<file path="config.mk">
export PLATFORM = sky130hd
export DESIGN_NAME = wave_capture
export DESIGN_NICKNAME = d
export VERILOG_FILES = /design/src/rtl/wave_capture_pkg.sv /design/src/rtl/wave_capture_dffr.sv /design/src/rtl/wave_capture_zero_cross_detect.sv /design/src/rtl/wave_capture.sv
export SDC_FILE = /design/constraint.sdc
export NUM_CORES = 1
export LEC_CHECK = 0
export BUFFER_PORTS_ARGS = -buffer_cell sky130_fd_sc_hd__buf_2
export CORE_AREA = 2 2 56 58
export CTS_BUF_LIST = sky130_fd_sc_hd__clkbuf_2
export CTS_CLUSTER_DIAMETER = 60
export DETAILED_ROUTE_END_ITERATION = 10
export DIE_AREA = 0 0 58 60
export HOLD_SLACK_MARGIN = 0.12
export PLACE_DENSITY = 0.78
export SKIP_LAST_GASP = 1
export SYNTH_ARGS = -nofsm -noshare
export SYNTH_HDL_FRONTEND = slang
export SYNTH_SLANG_ARGS = --single-unit
</file>
<file path="constraint.sdc">
create_clock -name clk -period 1.4 [get_ports clk]
set_input_delay 0.28 -clock clk [delete_from_list [all_inputs] [get_ports clk]]
set_output_delay 0.28 -clock clk [all_outputs]
set_load 0.05 [all_outputs]
</file>
<file path="src/rtl/wave_capture_pkg.sv">
// Shared widths, capture length and FSM encoding for the wave capture block.
package wave_capture_pkg;

    localparam int unsigned WC_SAMPLE_WIDTH  = 16;
    localparam int unsigned WC_ADDR_WIDTH    = 9;
    localparam int unsigned WC_VALUE_WIDTH   = 8;
    localparam int unsigned WC_CAPTURE_LEN   = 256;
    localparam int unsigned WC_OFFSET_WIDTH  = $clog2(WC_CAPTURE_LEN);

    typedef enum logic [1:0] {
        ST_ARMED  = 2'd0,
        ST_ACTIVE = 2'd1,
        ST_WAIT   = 2'd2
    } state_t;

    localparam int unsigned WC_STATE_WIDTH = $bits(state_t);

endpackage

</file>
<file path="src/rtl/wave_capture_dffr.sv">
// Register cells: dffr (sync active-high reset) and dffre (same, with load enable).
module dffr #(
    parameter int unsigned WIDTH = 1
) (
    input  logic             clk,
    input  logic             reset,
    input  logic [WIDTH-1:0] i_d,
    output logic [WIDTH-1:0] o_q
);

    always_ff @(posedge clk) begin
        if (reset) o_q <= '0;
        else       o_q <= i_d;
    end

endmodule

module dffre #(
    parameter int unsigned WIDTH = 1
) (
    input  logic             clk,
    input  logic             reset,
    input  logic             i_en,
    input  logic [WIDTH-1:0] i_d,
    output logic [WIDTH-1:0] o_q
);

    always_ff @(posedge clk) begin
        if (reset)     o_q <= '0;
        else if (i_en) o_q <= i_d;
    end

endmodule

</file>
<file path="src/rtl/wave_capture_zero_cross_detect.sv">
// Positive-going zero-crossing detector: remembers the sign of the last strobed sample.
module zero_cross_detect (
    input  logic clk,
    input  logic reset,
    input  logic i_strobe,
    input  logic i_sign,
    output logic o_cross_c
);

    logic r_prev_sign;

    dffre #(.WIDTH(1)) u_prev_sign (
        .clk   (clk),
        .reset (reset),
        .i_en  (i_strobe),
        .i_d   (i_sign),
        .o_q   (r_prev_sign)
    );

    // Zero counts as non-negative, so negative -> zero is a crossing.
    assign o_cross_c = i_strobe & r_prev_sign & ~i_sign;

endmodule

</file>
<file path="src/rtl/wave_capture.sv">
// Captures one 256-sample trigger-aligned waveform into the hidden RAM bank,
// then swaps banks once the display goes idle.
module wave_capture
    import wave_capture_pkg::*;
#(
    parameter int unsigned SAMPLE_WIDTH = WC_SAMPLE_WIDTH,
    parameter int unsigned ADDR_WIDTH   = WC_ADDR_WIDTH,
    parameter int unsigned VALUE_WIDTH  = WC_VALUE_WIDTH
) (
    input  logic                    clk,
    input  logic                    reset,
    input  logic                    new_sample_ready,
    input  logic [SAMPLE_WIDTH-1:0] new_sample_in,
    input  logic                    wave_display_idle,
    output logic [ADDR_WIDTH-1:0]   write_address,
    output logic                    write_enable,
    output logic [VALUE_WIDTH-1:0]  write_sample,
    output logic                    read_index
);

    localparam int unsigned OFFSET_W = ADDR_WIDTH - 1;

    logic [WC_STATE_WIDTH-1:0] r_state_q;
    state_t                    w_state;
    state_t                    w_state_nxt;
    logic [OFFSET_W-1:0]       r_count;
    logic [OFFSET_W-1:0]       w_count_nxt;
    logic                      r_read_index;
    logic                      w_read_index_nxt;
    logic                      w_we;
    logic                      w_cross;
    logic [ADDR_WIDTH-1:0]     w_addr;
    logic [VALUE_WIDTH-1:0]    w_sample;
    logic                      w_unused_low;

    zero_cross_detect u_zcd (
        .clk       (clk),
        .reset     (reset),
        .i_strobe  (new_sample_ready),
        .i_sign    (new_sample_in[SAMPLE_WIDTH-1]),
        .o_cross_c (w_cross)
    );

    dffr #(.WIDTH(WC_STATE_WIDTH)) u_state (
        .clk(clk), .reset(reset), .i_d(w_state_nxt), .o_q(r_state_q)
    );
    dffr #(.WIDTH(OFFSET_W)) u_count (
        .clk(clk), .reset(reset), .i_d(w_count_nxt), .o_q(r_count)
    );
    dffr #(.WIDTH(1)) u_read_index (
        .clk(clk), .reset(reset), .i_d(w_read_index_nxt), .o_q(r_read_index)
    );

    assign w_state = state_t'(r_state_q);

    // Next-state, capture counter and bank-swap decisions.
    always_comb begin
        w_state_nxt      = w_state;
        w_count_nxt      = r_count;
        w_read_index_nxt = r_read_index;
        w_we             = 1'b0;
        case (w_state)
            ST_ARMED: begin
                if (w_cross) begin
                    w_we        = 1'b1;
                    w_count_nxt = OFFSET_W'(1);
                    w_state_nxt = ST_ACTIVE;
                end
            end
            ST_ACTIVE: begin
                if (new_sample_ready) begin
                    w_we        = 1'b1;
                    w_count_nxt = r_count + OFFSET_W'(1);
                    if (r_count == {OFFSET_W{1'b1}}) w_state_nxt = ST_WAIT;
                end
            end
            ST_WAIT: begin
                if (wave_display_idle) begin
                    w_read_index_nxt = ~r_read_index;
                    w_state_nxt      = ST_ARMED;
                end
            end
            default: begin
                w_state_nxt = ST_ARMED;
                w_count_nxt = '0;
            end
        endcase
    end

    // The trigger sample always lands at offset 0 of the hidden bank.
    assign w_addr   = {~r_read_index, (w_state == ST_ACTIVE) ? r_count : OFFSET_W'(0)};
    assign w_sample = {~new_sample_in[SAMPLE_WIDTH-1],
                       new_sample_in[SAMPLE_WIDTH-2 -: VALUE_WIDTH-1]};
    assign w_unused_low = ^new_sample_in[SAMPLE_WIDTH-VALUE_WIDTH-1:0];

    dffr #(.WIDTH(1)) u_we (
        .clk(clk), .reset(reset), .i_d(w_we), .o_q(write_enable)
    );
    dffre #(.WIDTH(ADDR_WIDTH)) u_addr (
        .clk(clk), .reset(reset), .i_en(w_we), .i_d(w_addr), .o_q(write_address)
    );
    dffre #(.WIDTH(VALUE_WIDTH)) u_sample (
        .clk(clk), .reset(reset), .i_en(w_we), .i_d(w_sample), .o_q(write_sample)
    );

    assign read_index = r_read_index;

endmodule

</file>
# Word level (Yosys, flattened, before mapping)
# Index checks and enable logic that the tools add are counted.
# op_classes
n_addsub,1
eq_ne,7
mux,12
n_bitwise,5
n_reduce_logical,4
# op_table
op,count
$mux W8,3
$pmux W8 S3,1
$add A8 B1 Y8 const B,1
$eq A8 B8 Y1 const B,1
$mux W2,4
$ne A2 B2 Y1 const B,3
$pmux W2 S3,1
$reduce_and A4 Y1,1
$not A1 Y1,3
$reduce_and A3 Y1,1
$and A1 B1 Y1,2
$eq A2 B1 Y1 const B,1
$eq A2 B2 Y1 const B,1
$logic_not A2 Y1,1
$mux W1,2
$ne A2 B1 Y1 const B,1
$pmux W1 S2,1
$reduce_and A2 Y1,1
# word_totals
ff_bits,30
input_bits,20
out_inout_bits,19
word_cells,36

# Longest topological paths before layout
# depth
depth_word,4
depth_mapped,6
depth_no_buf,5

# Cells and area by module
# Synthesis repeated with hierarchy kept, for this count alone.
# hier_totals
hier_cells,148
hier_area_um2,1391.3
# by_module_without_submodules
module,n_inst,cells_per_inst,area_per_inst_um2,seq_area_each_um2
wave_capture,1,65,414.1,0.0
dffre at u_addr,1,29,319.1,180.2
dffre at u_sample,1,26,285.3,160.2
dffr at u_count,1,16,210.2,160.2
dffr at u_read_index ...,2,2,33.8,20.0
dffr at u_state,1,4,52.6,40.0
dffre at u_zcd.u_prev_sign,1,3,33.8,20.0
zero_cross_detect,1,1,8.8,0.0

# Worst setup path before layout
# No wires, ideal clock.
# synth_timing
kind,input to register
from,input port new_sample_ready
to,register u_sample.o_q[1]
setup_ns,0.128
arrival_time_ns,1.106
t_required_ns,1.272
setup_slack_ns,0.167
path_stages,6
path_buffers,2
cell_sequence,buf_4 -> nor2b_1 -> o21ai_1 -> buf_4 -> mux2i_1 -> nor2_1
# synth_between
elab_chain_len,4
elab_cells_between_ends,5
classes_between,3 x mux; 2 x bitwise
# synth_lines
element,line,source
start: declaration,wave_capture.sv:12,"input logic new_sample_ready,"
$and A1 B1 Y1 (2 in series),wave_capture_zero_cross_detect.sv:21,assign o_cross_c = i_strobe & r_prev_sign & ~i_sign;
$mux W1,wave_capture.sv:64,if (w_cross) begin
$pmux W1 S2 (*),wave_capture.sv:62,case (w_state)
end signal: assignment,wave_capture_dffr.sv:30,else if (i_en) o_q <= i_d;
end: declaration,wave_capture_dffr.sv:25,output logic [WIDTH-1:0] o_q
# Mark *: on every way between the ends. The rest lies on a longest branch, timed or not.
# A chain may end at the register's enable or synchronous reset.

# Worst setup path after layout
# layout_timing
from,register u_state.o_q[0]
to,register u_count.o_q[3]
# layout_between
elab_chain_len,3
elab_cells_between_ends,8
classes_between,4 x eq/ne; 1 x mux; 1 x bitwise; 2 x reduce/logical
# layout_lines
element,line,source
start: declaration,wave_capture_dffr.sv:8,output logic [WIDTH-1:0] o_q
start signal: assignment,wave_capture_dffr.sv:13,else o_q <= i_d;
$eq A2 B1 Y1 (tied with other cells),wave_capture.sv:62,
$ne A2 B2 Y1 (no source line) (tied with other cells),--,
$reduce_and A3 Y1 (no source line),--,
end signal: assignment,wave_capture_dffr.sv:13,
end: declaration,wave_capture_dffr.sv:8,
# Parallel ways exist; a longest one is shown, timed or not.

==> reports/metrics.yaml <==
cells_and_area:
  final_nets: 186
  antenna_cells: 0
  drive_gt1_share_pct: 36.59
  fin_cells: 197
  syn2layout_area_growth_pct: 22.73
route:
  drc: 0
  num_vias: 1076
  routed_wl_um: 2757
  detail_route.first_pass.iterations: 4
  postRouteAntennaNets: 0
  drt-initial-drc-count: 36
  routedWlPerCell_um: 13.99
  viasPerCell: 5.462
synth:
  synth_area_per_cell_um2: 9.677
  muxShareOfSynthArea_pct: 6.465
  yosysSeqAreaShare_pct: 48.48
  synth_fp_nets: 149
  synth-compound-area-share_pct: 19.70
  yosysWarnings: 0
  yosys.area_share.simple_pct: 19.09
  synth_area_um2: 1239
  synth_top_area_share_pct: 48.48
  synth_cell_types: 39
  synthCells: 128
  synth_top_family_by_area: "compound AO/OA/AOI/OAI gates"
  synth-seq-cells: 30
  synthXorXnorAreaFrac_pct: 0.7071
  synthTopCellsByArea: "dfxtp_1 48%, mux2i_1 6.5%, a22o_1 5.7%"
  synthAdderAreaFrac_pct: 1.010
  synth_top_area_cell: "dfxtp_1"
cts:
  clockBufferDepth: 2
  clkSinkCount: 30
  h-tree-depth: 2
  postCtsSetupBuffers: 0
  insertion_delay_ps: 350
  ctsRootBufferMaster: "clkbuf_2"
  path_clk_slew_ps: 140
  cts-buffers-inserted: 5
  cts_tree: "built"
  hold_buffers: 0
hold_path:
  hp-class: "primary input to register"
  hold_start: "new_sample_in[13]"
global_routing:
  overflow: 0
  grt_max_degree: 16
  gr-usage-all-layers_pct: 17.50
  busiest_layer: "met2"
  grt_first_pass_wirelength_um: 4533
  use_met2_pct: 30.19
  antenna_found_initial: 0
  grt_pass1_vias: 1067
  met3_usage_pct: 5.411
  use_met1_pct: 19.41
place:
  io_buffers: 30
  dp_slack_ps: -115.2
  dp_hpwl_um: 2031
  place.gp.congestion: 0.8180
  place_inst: 191
timing:
  tightest_slew_ps: 363.7
  timing.hold.ws_ps: 150.2
  min_period_ps: 1336
  slew-limit-headroom_pct: 75.69
  period_share_pct: 95.45
  skew_ps: 17.13
  fin_ws_ps: 63.75
  setup_tns_ps: 0
  hold_viol_final: 0
  drv_slew: 0
  fmax_ghz: 0.7484
  setup_viol: 0
pwr:
  p_total_w: 0.001386
  power.density_nw_per_um2: 911.9
  power_leakage_nw: 0.7142
  vdd_drop_max_uv: 576.6
worst_setup_path:
  worst_setup_path_startpoint: "u_state.o_q[0]$_SDFFE_PP0P_"
  crit_slowest_cell: "dfxtp_2"
  crit_path_max_fanout: 8
  slowest_delay_ps: 410
  endpoint_kind: "register"
  cp.required_ps: 1660
  r2r_start: "u_state.o_q[0]$_SDFFE_PP0P_"
  path_class: "register to register"
  cp.arrival_ps: 1600
  path_cells: "buf_4 > nand2_1 > or3_1 > a31oi_1"
  start_kind: "register"
floorplanning:
  ios: 39
  die_h_um: 60
  start_util_pct: 42.67
  rows: 20
  dieWidth_um: 58
  coreArea_um2: 2903
  die-area_um2: 3480
run_status:
  status: "finished, final reports clean"
run:
  max_cap_violations: 0
cells in the mapped netlist:
cell / instances
dfxtp_1: 30
nor2_1: 17
a22o_1: 8
mux2i_1: 8
a21oi_1: 5
nand2_1: 5
nand2b_1: 4
nand3_1: 4
nor2b_1: 4
a21o_1: 3
o211ai_1: 3
o41ai_1: 3
buf_2: 2
buf_4: 2
inv_1: 2
nand4_1: 2
o21ai_0: 2
or2_2: 2
or3_1: 2
a2111oi_0: 1
a221oi_1: 1
a22oi_1: 1
a311oi_1: 1
a31oi_1: 1
and2b_1: 1
and3b_1: 1
buf_1: 1
buf_6: 1
clkbuf_1: 1
clkbuf_2: 1
ha_1: 1
nand4b_1: 1
nor3_1: 1
nor3b_1: 1
o211ai_2: 1
o21ai_1: 1
o32a_1: 1
or3b_1: 1
xor2_1: 1
state kept, by name, summed over array words and instances, names as in the netlist:
register	flops
u_sample.o_q	8
u_count.o_q	8
u_read_index.o_q	1
u_we.o_q	1
u_addr.o_q	9
u_zcd.u_prev_sign.o_q	1
u_state.o_q	2
per-layer routing:
| metal | routed length, µm | up-vias |
|---|---|---|
| met5 | 0 | - |
| met4 | 44 | 0 |
| met3 | 140 | 6 |
| met2 | 1389 | 37 |
| met1 | 1182 | 496 |
| li1 | - | 537 |
path summary, 6_finish.rpt:
kind / to / slack [ps] / cells after the start
worst max-delay path: u_count.o_q[3]$_SDFFE_PP0P_ / 60 / 4
worst min-delay path: u_sample.o_q[5]$_SDFFE_PP0P_ / 150 / 3
worst max register to register: u_count.o_q[3]$_SDFFE_PP0P_ / 60 / 4
worst min register to register: u_addr.o_q[8]$_SDFFE_PP0P_ / 470 / 2
through the flow:
| step | instance area [µm²] | utilization [%] |
|---|---|---|
| floorplan | 1239 | - |
| global placement | 1441 | 49.66 |
| CTS | 1481 | 51.03 |
| detailed placement | 1441 | 49.66 |
| finish | 1520 | 52.37 |
| global route | 1520 | 52.37 |
where the power goes:
part / internal [W] / switching [W] / leakage (nW) / total, W
logic: 0.0000572 / 0.0000882 / 0.447 / 0.000145
clock network: 0.0000991 / 0.000264 / 0.0223 / 0.000363
registers: 0.000869 / 0.00000921 / 0.245 / 0.000878
placed cells by master (no fill, tap or decap), types with 2 or more instances in the layout:
cell type	n
nand3_1	4
inv_1	2
buf_4	7
nand2b_1	4
a22o_1	8
o211ai_1	3
clkbuf_2	5
mux2i_1	8
dfxtp_1	24
nor2_1	16
dfxtp_2	6
o41ai_2	2
buf_2	30
a21oi_1	5
a21o_1	3
nand4_1	2
nor2b_2	2
o21ai_0	2
or2_2	2
nand2_1	5
or3_1	2
worst max-delay path, delay by kind of cell, from the launching register on:
family,cells,cell delay [ps]
and+or+nand+nor,2,470
AOI/OAI and AO/OA,1,200
buffers and inverters,1,160
DFF,1,410
repair_timing:
action,in CTS,in global routing
resized for setup,4,13
pin swaps,0,1
setup endpoints to repair,12,16
layout make-up:
| class | count | area [µm²] |
|---|---|---|
| clock buffer | 5 | 25.02 |
| clock inverter | 1 | 3.754 |
| fill | 280 | 1383 |
| inverter | 2 | 7.507 |
| multi-input combinational | 88 | 620.6 |
| sequential | 30 | 608.1 |
| tap | 33 | 41.29 |
| timing repair buffer | 38 | 214.0 |
cell families after synthesis:
| group | Yosys count |
|---|---|
| buffers and inverters | 10 |
| AND/OR/NAND/NOR | 46 |
| XOR/XNOR | 1 |
| flip-flops | 30 |
| multiplexers | 8 |
| adder cells (fa/ha/maj) | 1 |
| AO/OA/AOI/OAI | 32 |
No activity file was read; power rests on OpenSTA's default activity.
